$ cat src/rtl/if_fetch_ctrl_pkg.sv
// Shared constants and types for the instruction-fetch controller:
// reset PC, FSM state encoding and the 65-bit downstream bus layout {adef, pc, inst}.
package if_fetch_ctrl_pkg;

    localparam logic [31:0] RESET_PC = 32'h1C00_0000;

    localparam int BUS_W    = 65;
    localparam int ADEF_BIT = 64;
    localparam int PC_HI    = 63;
    localparam int PC_LO    = 32;
    localparam int INST_HI  = 31;
    localparam int INST_LO  = 0;

    typedef logic [BUS_W-1:0] fetch_bus_t;

    typedef enum logic [1:0] {
        ST_REQ       = 2'd0,
        ST_WAIT_DATA = 2'd1,
        ST_HOLD      = 2'd2
    } fetch_state_e;

    function automatic fetch_bus_t pack_bus(input logic adef, input logic [31:0] pc,
                                            input logic [31:0] inst);
        fetch_bus_t bus;
        bus                  = '0;
        bus[ADEF_BIT]        = adef;
        bus[PC_HI:PC_LO]     = pc;
        bus[INST_HI:INST_LO] = inst;
        return bus;
    endfunction

endpackage

$ cat src/rtl/if_fetch_ctrl_if.sv
// Instruction SRAM request/response handshake. The fetch controller is the
// master (drives req/addr); the memory side is the slave.
interface if_fetch_ctrl_if;
    logic        req;
    logic [31:0] addr;
    logic        addr_ok;
    logic        data_ok;
    logic [31:0] rdata;

    modport master (output req, addr, input addr_ok, data_ok, rdata);
    modport slave  (input req, addr, output addr_ok, data_ok, rdata);
endinterface

$ cat src/rtl/if_fetch_ctrl.sv
// Instruction-fetch controller: one outstanding SRAM request, redirect/cancel handling
// and a one-entry hold buffer. Optional performance counters under IF_PERF_CNT_EN.
module if_fetch_ctrl
    import if_fetch_ctrl_pkg::*;
(
    input  logic              clk,
    input  logic              rst_n,
    input  logic              excep_flush_i,
    input  logic [31:0]       excep_pc_i,
    input  logic              branch_flush_i,
    input  logic [31:0]       branch_pc_i,
    input  logic              now_allowin_i,
    if_fetch_ctrl_if.master   inst_sram,
    output logic              line1_pre_to_now_valid_o,
    output logic [BUS_W-1:0]  pre_to_obus
`ifdef IF_PERF_CNT_EN
    ,
    output logic [31:0]       perf_fetch_cnt_o,
    output logic [31:0]       perf_drop_cnt_o
`endif
);

    fetch_state_e state_q, state_d;
    logic [31:0]  fetch_pc_q, fetch_pc_d;
    logic         cancel_q, cancel_d;
    logic         req_hold_q, req_hold_d;
    logic [31:0]  req_addr_q, req_addr_d;
    fetch_bus_t   hold_buf_q, hold_buf_d;

    logic         flush;
    logic [31:0]  flush_pc;
    logic         adef_fetch;
    logic         take_resp;
    fetch_bus_t   resp_bus;

    assign flush    = excep_flush_i | branch_flush_i;
    assign flush_pc = excep_flush_i ? excep_pc_i : branch_pc_i;

    // A request redirected before acceptance keeps presenting its original address.
    assign adef_fetch     = (state_q == ST_REQ) && !req_hold_q && (fetch_pc_q[1:0] != 2'b00);
    assign inst_sram.req  = (state_q == ST_REQ) && !adef_fetch;
    assign inst_sram.addr = req_hold_q ? req_addr_q : fetch_pc_q;

    assign resp_bus = pack_bus(adef_fetch, fetch_pc_q, adef_fetch ? 32'h0 : inst_sram.rdata);

    always_comb begin
        // NOTE: every variable gets a default first so no path can infer a latch.
        state_d                  = state_q;
        fetch_pc_d               = fetch_pc_q;
        cancel_d                 = cancel_q;
        req_hold_d               = req_hold_q;
        req_addr_d               = req_addr_q;
        hold_buf_d               = hold_buf_q;
        take_resp                = 1'b0;
        line1_pre_to_now_valid_o = 1'b0;
        pre_to_obus              = '0;

        case (state_q)
            ST_REQ: begin
                if (adef_fetch) begin
                    take_resp = 1'b1;
                end else begin
                    if (inst_sram.addr_ok) begin
                        state_d    = ST_WAIT_DATA;
                        req_hold_d = 1'b0;
                    end else if (flush && !req_hold_q) begin
                        req_hold_d = 1'b1;
                        req_addr_d = fetch_pc_q;
                    end
                    if (flush) cancel_d = 1'b1;
                end
            end
            ST_WAIT_DATA: begin
                if (inst_sram.data_ok) begin
                    if (cancel_q) begin
                        cancel_d = 1'b0;
                        state_d  = ST_REQ;
                    end else begin
                        take_resp = 1'b1;
                    end
                end else if (flush) begin
                    cancel_d = 1'b1;
                end
            end
            ST_HOLD: begin
                if (flush) begin
                    state_d = ST_REQ;
                end else begin
                    line1_pre_to_now_valid_o = 1'b1;
                    pre_to_obus              = hold_buf_q;
                    if (now_allowin_i) begin
                        fetch_pc_d = fetch_pc_q + 32'd4;
                        state_d    = ST_REQ;
                    end
                end
            end
            default: state_d = ST_REQ;
        endcase

        // Live response: real SRAM data or a misaligned-PC fault with no request issued.
        if (take_resp) begin
            if (flush) begin
                state_d = ST_REQ;
            end else if (now_allowin_i) begin
                line1_pre_to_now_valid_o = 1'b1;
                pre_to_obus              = resp_bus;
                fetch_pc_d               = fetch_pc_q + 32'd4;
                state_d                  = ST_REQ;
            end else begin
                hold_buf_d = resp_bus;
                state_d    = ST_HOLD;
            end
        end

        if (flush) fetch_pc_d = flush_pc;
    end

    always_ff @(posedge clk or posedge rst_n) begin
        if (rst_n) begin
            state_q    <= ST_REQ;
            fetch_pc_q <= RESET_PC;
            cancel_q   <= 1'b0;
            req_hold_q <= 1'b0;
            req_addr_q <= RESET_PC;
            hold_buf_q <= '0;
        end else begin
            // NOTE: non-blocking so all registers update from the same pre-edge values.
            state_q    <= state_d;
            fetch_pc_q <= fetch_pc_d;
            cancel_q   <= cancel_d;
            req_hold_q <= req_hold_d;
            req_addr_q <= req_addr_d;
            hold_buf_q <= hold_buf_d;
        end
    end

`ifdef IF_PERF_CNT_EN
    logic        resp_seen;
    logic        fetch_evt;
    logic        drop_evt;
    logic [31:0] fetch_cnt_q;
    logic [31:0] drop_cnt_q;

    assign resp_seen = adef_fetch || ((state_q == ST_WAIT_DATA) && inst_sram.data_ok);
    assign fetch_evt = line1_pre_to_now_valid_o && now_allowin_i;
    assign drop_evt  = (resp_seen && (cancel_q || flush)) || ((state_q == ST_HOLD) && flush);

    always_ff @(posedge clk or posedge rst_n) begin
        if (rst_n) begin
            fetch_cnt_q <= '0;
            drop_cnt_q  <= '0;
        end else begin
            if (fetch_evt) fetch_cnt_q <= fetch_cnt_q + 32'd1;
            if (drop_evt)  drop_cnt_q  <= drop_cnt_q + 32'd1;
        end
    end

    assign perf_fetch_cnt_o = fetch_cnt_q;
    assign perf_drop_cnt_o  = drop_cnt_q;
`endif

endmodule

$ cat src/flat_wrapper.sv
// flat-port wrapper written by rule: the top's interface ports become plain ports
module if_fetch_ctrl_flat import if_fetch_ctrl_pkg::*;
  (clk, rst_n, excep_flush_i, excep_pc_i, branch_flush_i, branch_pc_i, now_allowin_i, line1_pre_to_now_valid_o, pre_to_obus, inst_sram_req, inst_sram_addr, inst_sram_addr_ok, inst_sram_data_ok, inst_sram_rdata);
  if_fetch_ctrl_if inst_sram_i ();
  input  logic clk;
  input  logic rst_n;
  input  logic excep_flush_i;
  input  logic [31:0] excep_pc_i;
  input  logic branch_flush_i;
  input  logic [31:0] branch_pc_i;
  input  logic now_allowin_i;
  output logic line1_pre_to_now_valid_o;
  output logic [BUS_W-1:0] pre_to_obus;
  output wire logic [$bits(inst_sram_i.req)-1:0] inst_sram_req;
  output wire logic [$bits(inst_sram_i.addr)-1:0] inst_sram_addr;
  input wire logic [$bits(inst_sram_i.addr_ok)-1:0] inst_sram_addr_ok;
  input wire logic [$bits(inst_sram_i.data_ok)-1:0] inst_sram_data_ok;
  input wire logic [$bits(inst_sram_i.rdata)-1:0] inst_sram_rdata;
  assign inst_sram_req = inst_sram_i.req;
  assign inst_sram_addr = inst_sram_i.addr;
  assign inst_sram_i.addr_ok = inst_sram_addr_ok;
  assign inst_sram_i.data_ok = inst_sram_data_ok;
  assign inst_sram_i.rdata = inst_sram_rdata;
  if_fetch_ctrl u_core (.clk(clk), .rst_n(rst_n), .excep_flush_i(excep_flush_i), .excep_pc_i(excep_pc_i), .branch_flush_i(branch_flush_i), .branch_pc_i(branch_pc_i), .now_allowin_i(now_allowin_i), .inst_sram(inst_sram_i), .line1_pre_to_now_valid_o(line1_pre_to_now_valid_o), .pre_to_obus(pre_to_obus));
endmodule
$ cat config.mk
export PLATFORM = sky130hd
export DESIGN_NAME = if_fetch_ctrl_flat
export DESIGN_NICKNAME = d
export VERILOG_FILES = /design/src/rtl/if_fetch_ctrl_pkg.sv /design/src/rtl/if_fetch_ctrl_if.sv /design/src/rtl/if_fetch_ctrl.sv /design/src/flat_wrapper.sv
export SDC_FILE = /design/constraint.sdc
export NUM_CORES = 1
export LEC_CHECK = 0
export ABC_CLOCK_PERIOD_IN_PS = 4200
export CAP_MARGIN = 20
export CORE_UTILIZATION = 40
export CTS_CLUSTER_SIZE = 25
export DETAILED_ROUTE_END_ITERATION = 8
export GPL_ROUTABILITY_DRIVEN = 0
export HOLD_SLACK_MARGIN = 0.1
export PLACE_DENSITY_LB_ADDON = 0.15
export SKIP_CTS_REPAIR_TIMING = 1
export SLEW_MARGIN = 30
export SYNTH_ARGS = -nofsm -noshare
export SYNTH_HDL_FRONTEND = slang
export SYNTH_SLANG_ARGS = --single-unit
$ cat constraint.sdc
create_clock -name clk -period 4.2 [get_ports clk]
set_input_delay 0.42 -clock clk [delete_from_list [all_inputs] [get_ports clk]]
set_output_delay 0.42 -clock clk [all_outputs]
set_load 0.005 [all_outputs]
==> results of run 1 <==
==> tightest hold or removal path: stages, from the launching register on <==
cell     delay, ps
dfstp_2        360
nand2_1         40
o21ai_0         70
==> per-layer routing <==
layer / global-route usage (%) / wire, um
met1: 31.00 / 9120
met2: 36.11 / 10040
met3: 4.926 / 1260
met4: 8.974 / 429
met5: 0 / 0
==> final cells by class <==
cell class              count  area (um^2)  share of cell area (%)
multi-input cells         521         3640                   36.15
flip-flops and latches    133         3336                   33.13
repair buffers            220         2205                   21.90
clock buffers              28        526.8                   5.232
well taps                 229        286.5                   2.846
clock inverters             4        45.04                  0.4474
inverters                   6        30.03                  0.2982
==> Yosys cell counts, types with 7 or more instances <==
cell / instances
a21oi_1: 7
a22oi_1: 55
a32oi_1: 32
buf_1: 8
buf_2: 11
clkbuf_1: 45
dfrtp_1: 127
mux2_2: 62
mux2_4: 29
nand2_1: 90
nand3_1: 11
nand4_1: 22
nor2_1: 74
o21ai_0: 54
o21ai_1: 9
xor2_1: 25
==> flip-flops by register name, summed over array words and instances, names as in the netlist, named ones only <==
register           flops
u_core.hold_buf_q     65
u_core.req_addr_q     32
u_core.cancel_q        1
u_core.req_hold_q      1
u_core.state_q         2
u_core.fetch_pc_q     27
==> power by group through the flow <==
stage / sequential (mW) / combinational, mW / clock, mW
2_1_floorplan: 1.97 / 1.27 / 0
3_3_place_gp: 2.05 / 1.97 / 0
3_5_place_dp: 2.08 / 2.01 / 0
4_1_cts: 2.07 / 2.02 / 1.46
5_1_grt: 2.13 / 2.20 / 1.52
6_report: 2.08 / 2.01 / 1.44
==> how the worst max path moves through the flow <==
stage / depth (start not counted) / to
finish: 8 / pre_to_obus[24]
global placement: 8 / pre_to_obus[24]
floorplan: 1 / async pin
CTS: 8 / pre_to_obus[26]
global route: 8 / pre_to_obus[20]
detailed placement: 8 / pre_to_obus[26]
==> per-stage QoR <==
| step | instance area (um^2) | power [mW] | hold slack (ps) | worst slack [ps] | instances |
|---|---|---|---|---|---|
| after floorplan | 7303 | 3.240 | 447.4 | 235.5 | 732 |
| after global routing | 10070 | 5.859 | 491.8 | 545.3 | 1141 |
| after global placement | 9444 | 4.020 | 464.5 | 966.7 | 1107 |
| after CTS | 10060 | 5.557 | 480.6 | 684.9 | 1141 |
| after detailed placement | 9484 | 4.091 | 468.6 | 954.7 | 1109 |
| final | 10070 | 5.522 | 477.6 | 738.8 | 1141 |
==> cell families after synthesis <==
kind of cell	Yosys count
simple gates	226
compound gates	173
flops	133
mux	95
buf+inv	78
xor+xnor	26
fa+ha+maj	1
==> summary.md, run 1 <==
| Metric | Value |
|---|---|
| Final min period | 3461 ps |
| Combinational power share | 36.4% |
| Num rows | 49 |
| Worst-margin pin slew | 924.3 ps |
| Commonest non-fill, non-tap cell in the layout | clkdlybuf4s50_1 |
| Slowest CP cell | clkdlybuf4s50_1 |
| First-pass DRT Iterations | 5 |
| Post-synth ARST share | 100.0% |
| Adder-cell share of the synthesized area | 0.1713% |
| Sequential element share of the synthesized area | 45.67% |
| WP data arrival | 3040 ps |
| HPWL after detailed placement | 14130 um |
| Hold Crit Class | flop to flop |
| # DRC | 0 |
| Synth unique cells | 47 |
| Required @ worst endpoint | 3780 ps |
| Num CTS Buffers | 17 |
| Clock Skew | 9.423 ps |
| Delay of the slowest critical-path stage | 520 ps |
| Pwr/cell area | 548.5 mW/mm^2 |
| Antenna violations before repair | 0 |
| Sequential share of power | 37.6% |
| Yosys reg bits | 133 |
| Worst setup path start | u_core.req_hold_q |
| Sink Count | 133 |
| Total GRT Usage | 23.04% |
| Clk slew on worst S/H paths | 50 ps |
| CP endpoint kind | output port |
| Post-Synth Simple-Gate Area | 13.77% |
| Die width | 137.1 um |
| Syn Inst Count | 732 |
| H-tree depth | 4 |
| Crit start category | flop |
| Synth Net Count | 836 |
| Cell Int Power | 3.790 mW |
| # diodes | 0 |
| Global route total overflow | 0 |
| Final core occ | 56.24% |
| I/O Buffers | 201 |
| Hold Crit Start | u_core.req_addr_q[27] |
| First-pass GRT wire length | 32860 um |
| Crit-path most repeated cell | buf_4 |
| Avg Cell Area, Syn | 9.977 um^2 |
| Slew HR | 38.15% |
| Net Sw Frac | 31.37% |
| VDD IR max | 0.3950 mV |
| Static leakage | 4.222 nW |
| CP top delay family | buffers and inverters |
| Yosys Warn Count | 0 |
| Critical R2R Capture | u_core.req_addr_q[21] |
| Post-synth top area cell | dfrtp_1 |
| Final nets | 1003 |
| Maximum fanout along the worst path | 34 |
| DRT Wirelength | 20850 um |
| Kind of critical path | flop to output port |
| Worst Hold Depth | 2 |
| Main combinational cell family by area after synthesis | compound AO/OA/AOI/OAI gates |
| Iter 0 DRT Violations | 336 |
| Final Slew Violations | 0 |
| Crit share post-route | 82.41% |
| Antenna Nets Post-Route | 0 |
| Compound-cell area share of the yosys netlist | 16.28% |
| MaxCap Viol Count | 0 |
| Core ar. | 0.01790 mm^2 |
| Mux contribution to synthesized area | 16.07% |
| Clock share of power | 26.0% |
| Die area | 0.01880 mm^2 |
| RSZ-0062 raised after global routing | no |
| Cell Area, Synth | 0.007303 mm^2 |
| Setup TNS | 0 ps |
| Fmax | 288.9 MHz |
| Critical-path cell list | buf_4, o21bai_4, o22ai_2, and3b_2, buf_4, a32oi_1, nor2_1, clkdlybuf4s50_1 |
| CTS max path bufs | 2 |
| CTS Root Cell | clkbuf_16 |
| I/O pin cnt | 202 |
| CP Buf/Inv Count | 3 |
| Die Ht | 137.1 um |
| Clk_lat worst skew | 420 ps |
| Min-Delay Endpoint | u_core.req_addr_q[27] |
| Top-area cell type share of the netlist area | 43.52% |
| FILL cells | 1559 |
| Synth Area in XOR/XNOR | 3.118% |
| Wire per inst | 18.27 um |
| Setup violations, final | 0 |
| Status | completed |
| Via count | 6368 |
| Reg2Reg Setup Slack | 1590 ps |
| RR Startpoint | u_core.req_hold_q |
| Reg2reg path depth | 6 |
| CTS tree | done |
| Fin. Hold Viols | 0 |
| Top post-synthesis cells by area | dfrtp_1 (44%), mux2_2 (9.6%), mux2_4 (6.0%) |
| Drt via density | 5.581 |
| Sw Pwr | 1.732 mW |
| Starting Density | 40.80% |
| Number of synthesized flops with an enable pin | 0 |
| Largest net degree at the start of global routing | 105 |
| Main synth FF type | dfrtp_1 |
| Synthesis-to-layout area growth | 37.86% |
| Most frequent cells in the layout | clkdlybuf4s50_1 (201), dfrtp_1 (127), nand2_1 (89) |
| Share of cells above drive strength 1 | 17.21% |
| Vias in the first global route | 6127 |
(Power assumes the default switching activity.)
==> run 2: changes to the inputs <==
--- a/config.mk
+++ b/config.mk
@@ -5,7 +5,7 @@
 export SDC_FILE = /design/constraint.sdc
 export NUM_CORES = 1
 export LEC_CHECK = 0
-export ABC_CLOCK_PERIOD_IN_PS = 4200
+export ABC_CLOCK_PERIOD_IN_PS = 3140
 export CAP_MARGIN = 20
 export CORE_UTILIZATION = 40
 export CTS_CLUSTER_SIZE = 25
==> constraint.sdc (replaced) <==
create_clock -name clk -period 3.14 [get_ports clk]
set_input_delay 0.314 -clock clk [delete_from_list [all_inputs] [get_ports clk]]
set_output_delay 0.314 -clock clk [all_outputs]
set_load 0.005 [all_outputs]
==> summary.md, run 2 (same netlist as run 1, synthesis figures left out) <==
| Metric | Value |
|---|---|
| # diodes | 0 (unchanged) |
| Clock share of power | 25.7% (was 26.0%) |
| Final min period | 2874 ps |
| Clk_lat worst skew | 410 ps (was 420 ps) |
| Largest net degree at the start of global routing | 72 (was 105) |
| Kind of critical path | flop to output port (unchanged) |
| Cell Int Power | 5.052 mW (was 3.790 mW) |
| Top reg by flops | u_core.hold_buf_q (unchanged) |
| VDD IR max | 0.5241 mV (was 0.3950 mV) |
| Total GRT Usage | 23.07% (was 23.04%) |
| Share of cells above drive strength 1 | 17.86% (was 17.21%) |
| Reg2reg path depth | 6 (unchanged) |
| Die Ht | 137.1 um (unchanged) |
| Slowest CP cell | clkdlybuf4s50_1 (unchanged) |
| Worst-margin pin slew | 734.5 ps (was 924.3 ps) |
| WP data arrival | 2560 ps (was 3040 ps) |
| CP top delay family | buffers and inverters (unchanged) |
| Die area | 0.01880 mm^2 (unchanged) |
| Crit start category | flop (unchanged) |
| CP endpoint kind | output port (unchanged) |
| Top Registers | u_core.hold_buf_q: 65 flops, u_core.req_addr_q: 32 flops, u_core.fetch_pc_q: 27 flops (unchanged) |
| FILL cells | 1536 (was 1559) |
| Iter 0 DRT Violations | 420 (was 336) |
| Synthesis-to-layout area growth | 38.43% (was 37.86%) |
| Hold Crit Class | input port to async pin (was flop to flop) |
| Sw Pwr | 2.337 mW (was 1.732 mW) |
| Non-filler cells, final | 1147 (was 1141) |
| Static leakage | 4.241 nW (was 4.222 nW) |
| Wire per inst | 18.49 um (was 18.27 um) |
| Fin. Hold Viols | 0 (unchanged) |
| Commonest non-fill, non-tap cell in the layout | clkdlybuf4s50_1 (unchanged) |
| Setup TNS | 0 ps (unchanged) |
| Setup violations, final | 0 (unchanged) |
| Final core occ | 56.47% (was 56.24%) |
| Core ar. | 0.01790 mm^2 (unchanged) |
| Multi-input logic area | 0.003635 mm^2 (was 0.003640 mm^2) |
| Slew HR | 50.93% (was 38.15%) |
| Sink Count | 133 (unchanged) |
| Combinational power share | 36.6% (was 36.4%) |
| Status | completed (unchanged) |
| Starting Density | 40.80% (unchanged) |
| I/O Buffers | 201 (unchanged) |
| CP Buf/Inv Count | 2 (was 3) |
| HPWL after detailed placement | 14550 um (was 14130 um) |
| Critical R2R Capture | u_core.fetch_pc_q[22] (was u_core.req_addr_q[21]) |
| Drt via density | 5.590 (was 5.581) |
| Reg2Reg Setup Slack | 950 ps (was 1590 ps) |
| CTS tree | done (unchanged) |
| Sequential share of power | 37.7% (was 37.6%) |
| MaxCap Viol Count | 0 (unchanged) |
| Antenna Nets Post-Route | 0 (unchanged) |
| Num CTS Buffers | 17 (unchanged) |
| Crit share post-route | 91.54% |
| First-pass GRT wire length | 33060 um (was 32860 um) |
| Antenna violations before repair | 0 (unchanged) |
| Critical-path cell list | o21bai_4, o22ai_2, and3b_2, buf_4, a22oi_1, nor2_1, clkdlybuf4s50_1 (was buf_4, o21bai_4, o22ai_2, and3b_2, buf_4, a32oi_1, nor2_1, clkdlybuf4s50_1) |
| Maximum fanout along the worst path | 32 (was 34) |
| Die width | 137.1 um (unchanged) |
| Vias in the first global route | 6209 (was 6127) |
| Global route total overflow | 0 (unchanged) |
| Net Sw Frac | 31.63% (was 31.37%) |
| Cell count after placement | 1115 (was 1109) |
| Clock Skew | 7.966 ps (was 9.423 ps) |
| Num rows | 49 (unchanged) |
| RSZ-0062 raised after global routing | no (unchanged) |
| Area occupied by registers | 0.003336 mm^2 (unchanged) |
| I/O pin cnt | 202 (unchanged) |
| Largest register FFs | 65 (unchanged) |
| Via count | 6412 (was 6368) |
| Fmax | 347.9 MHz |
| Clk slew on worst S/H paths | 50 ps (about the same) |
| CTS Root Cell | clkbuf_16 (unchanged) |
| Most frequent cells in the layout | clkdlybuf4s50_1 (201), dfrtp_1 (127), nand2_1 (89) (unchanged) |
| # DRC | 0 (unchanged) |
| Total power draw | 7.389 mW (was 5.522 mW) |
| Delay of the slowest critical-path stage | 510 ps (was 520 ps) |
| Final Slew Violations | 0 (unchanged) |
| DRT Wirelength | 21210 um (was 20850 um) |
| H-tree depth | 4 (unchanged) |
| Final nets | 1009 (was 1003) |
| Required @ worst endpoint | 2830 ps (was 3780 ps) |
| RR Startpoint | u_core.state_q[1] (was u_core.req_hold_q) |
| Pwr/cell area | 730.9 mW/mm^2 (was 548.5 mW/mm^2) |
| CTS max path bufs | 2 (unchanged) |
| First-pass DRT Iterations | 7 (was 5) |
## run 2: per-layer routing
layer  track usage, %  wire length, um  vias up
met1            31.36             9493     3165
li1                 -                -     2991
met5                0                0        -
met4            7.021              331        0
met2            37.07            10230      237
met3            4.407             1158       19
## run 2: worst reg2reg max path: stages (launching register included)
cell	delay, ps
dfrtp_1	520
or3b_2	530
a22oi_2	150
buf_4	330
nand3_1	210
mux2i_1	190
o221ai_1	130
## run 2: power groups by stage
stage          Clock, mW  Combinational, mW  Sequential [mW]
2_1_floorplan          0               1.70             2.63
3_3_place_gp           0               2.65             2.77
3_5_place_dp           0               2.70             2.79
4_1_cts             1.94               2.73             2.77
5_1_grt             2.01               2.96             2.87
6_report            1.90               2.70             2.79
## run 2: final cells by class
class	count	share of cell area, %
clock buffers	22	4.493
clock inverters	10	1.052
inverters	6	0.2599
multi-input cells	521	35.95
flip-flops and latches	133	33.00
well taps	229	2.834
repair buffers	226	22.41
## run 2: through the flow
step,hold WS (ps),area (um^2),worst slack [ps]
global placement,464.2,9540,429.7
global route,465.4,10110,99.24
CTS,417.2,10100,129.8
detailed placement,473.8,9540,368.8
floorplan,433.4,7307,1095
finish,387.4,10110,265.7
## run 2: how the worst max path moves through the flow
stage / startpoint / endpoint / slack, ps / cells past startpoint
2_1_floorplan: u_core.req_hold_q / pre_to_obus[10] / 1090 / 6
3_3_place_gp: inst_sram_data_ok / pre_to_obus[2] / 430 / 8
3_5_place_dp: inst_sram_data_ok / pre_to_obus[2] / 370 / 8
4_1_cts: u_core.req_hold_q / pre_to_obus[2] / 130 / 7
5_1_grt: u_core.req_hold_q / pre_to_obus[19] / 100 / 7
6_report: u_core.fetch_pc_q[0] / pre_to_obus[54] / 270 / 7
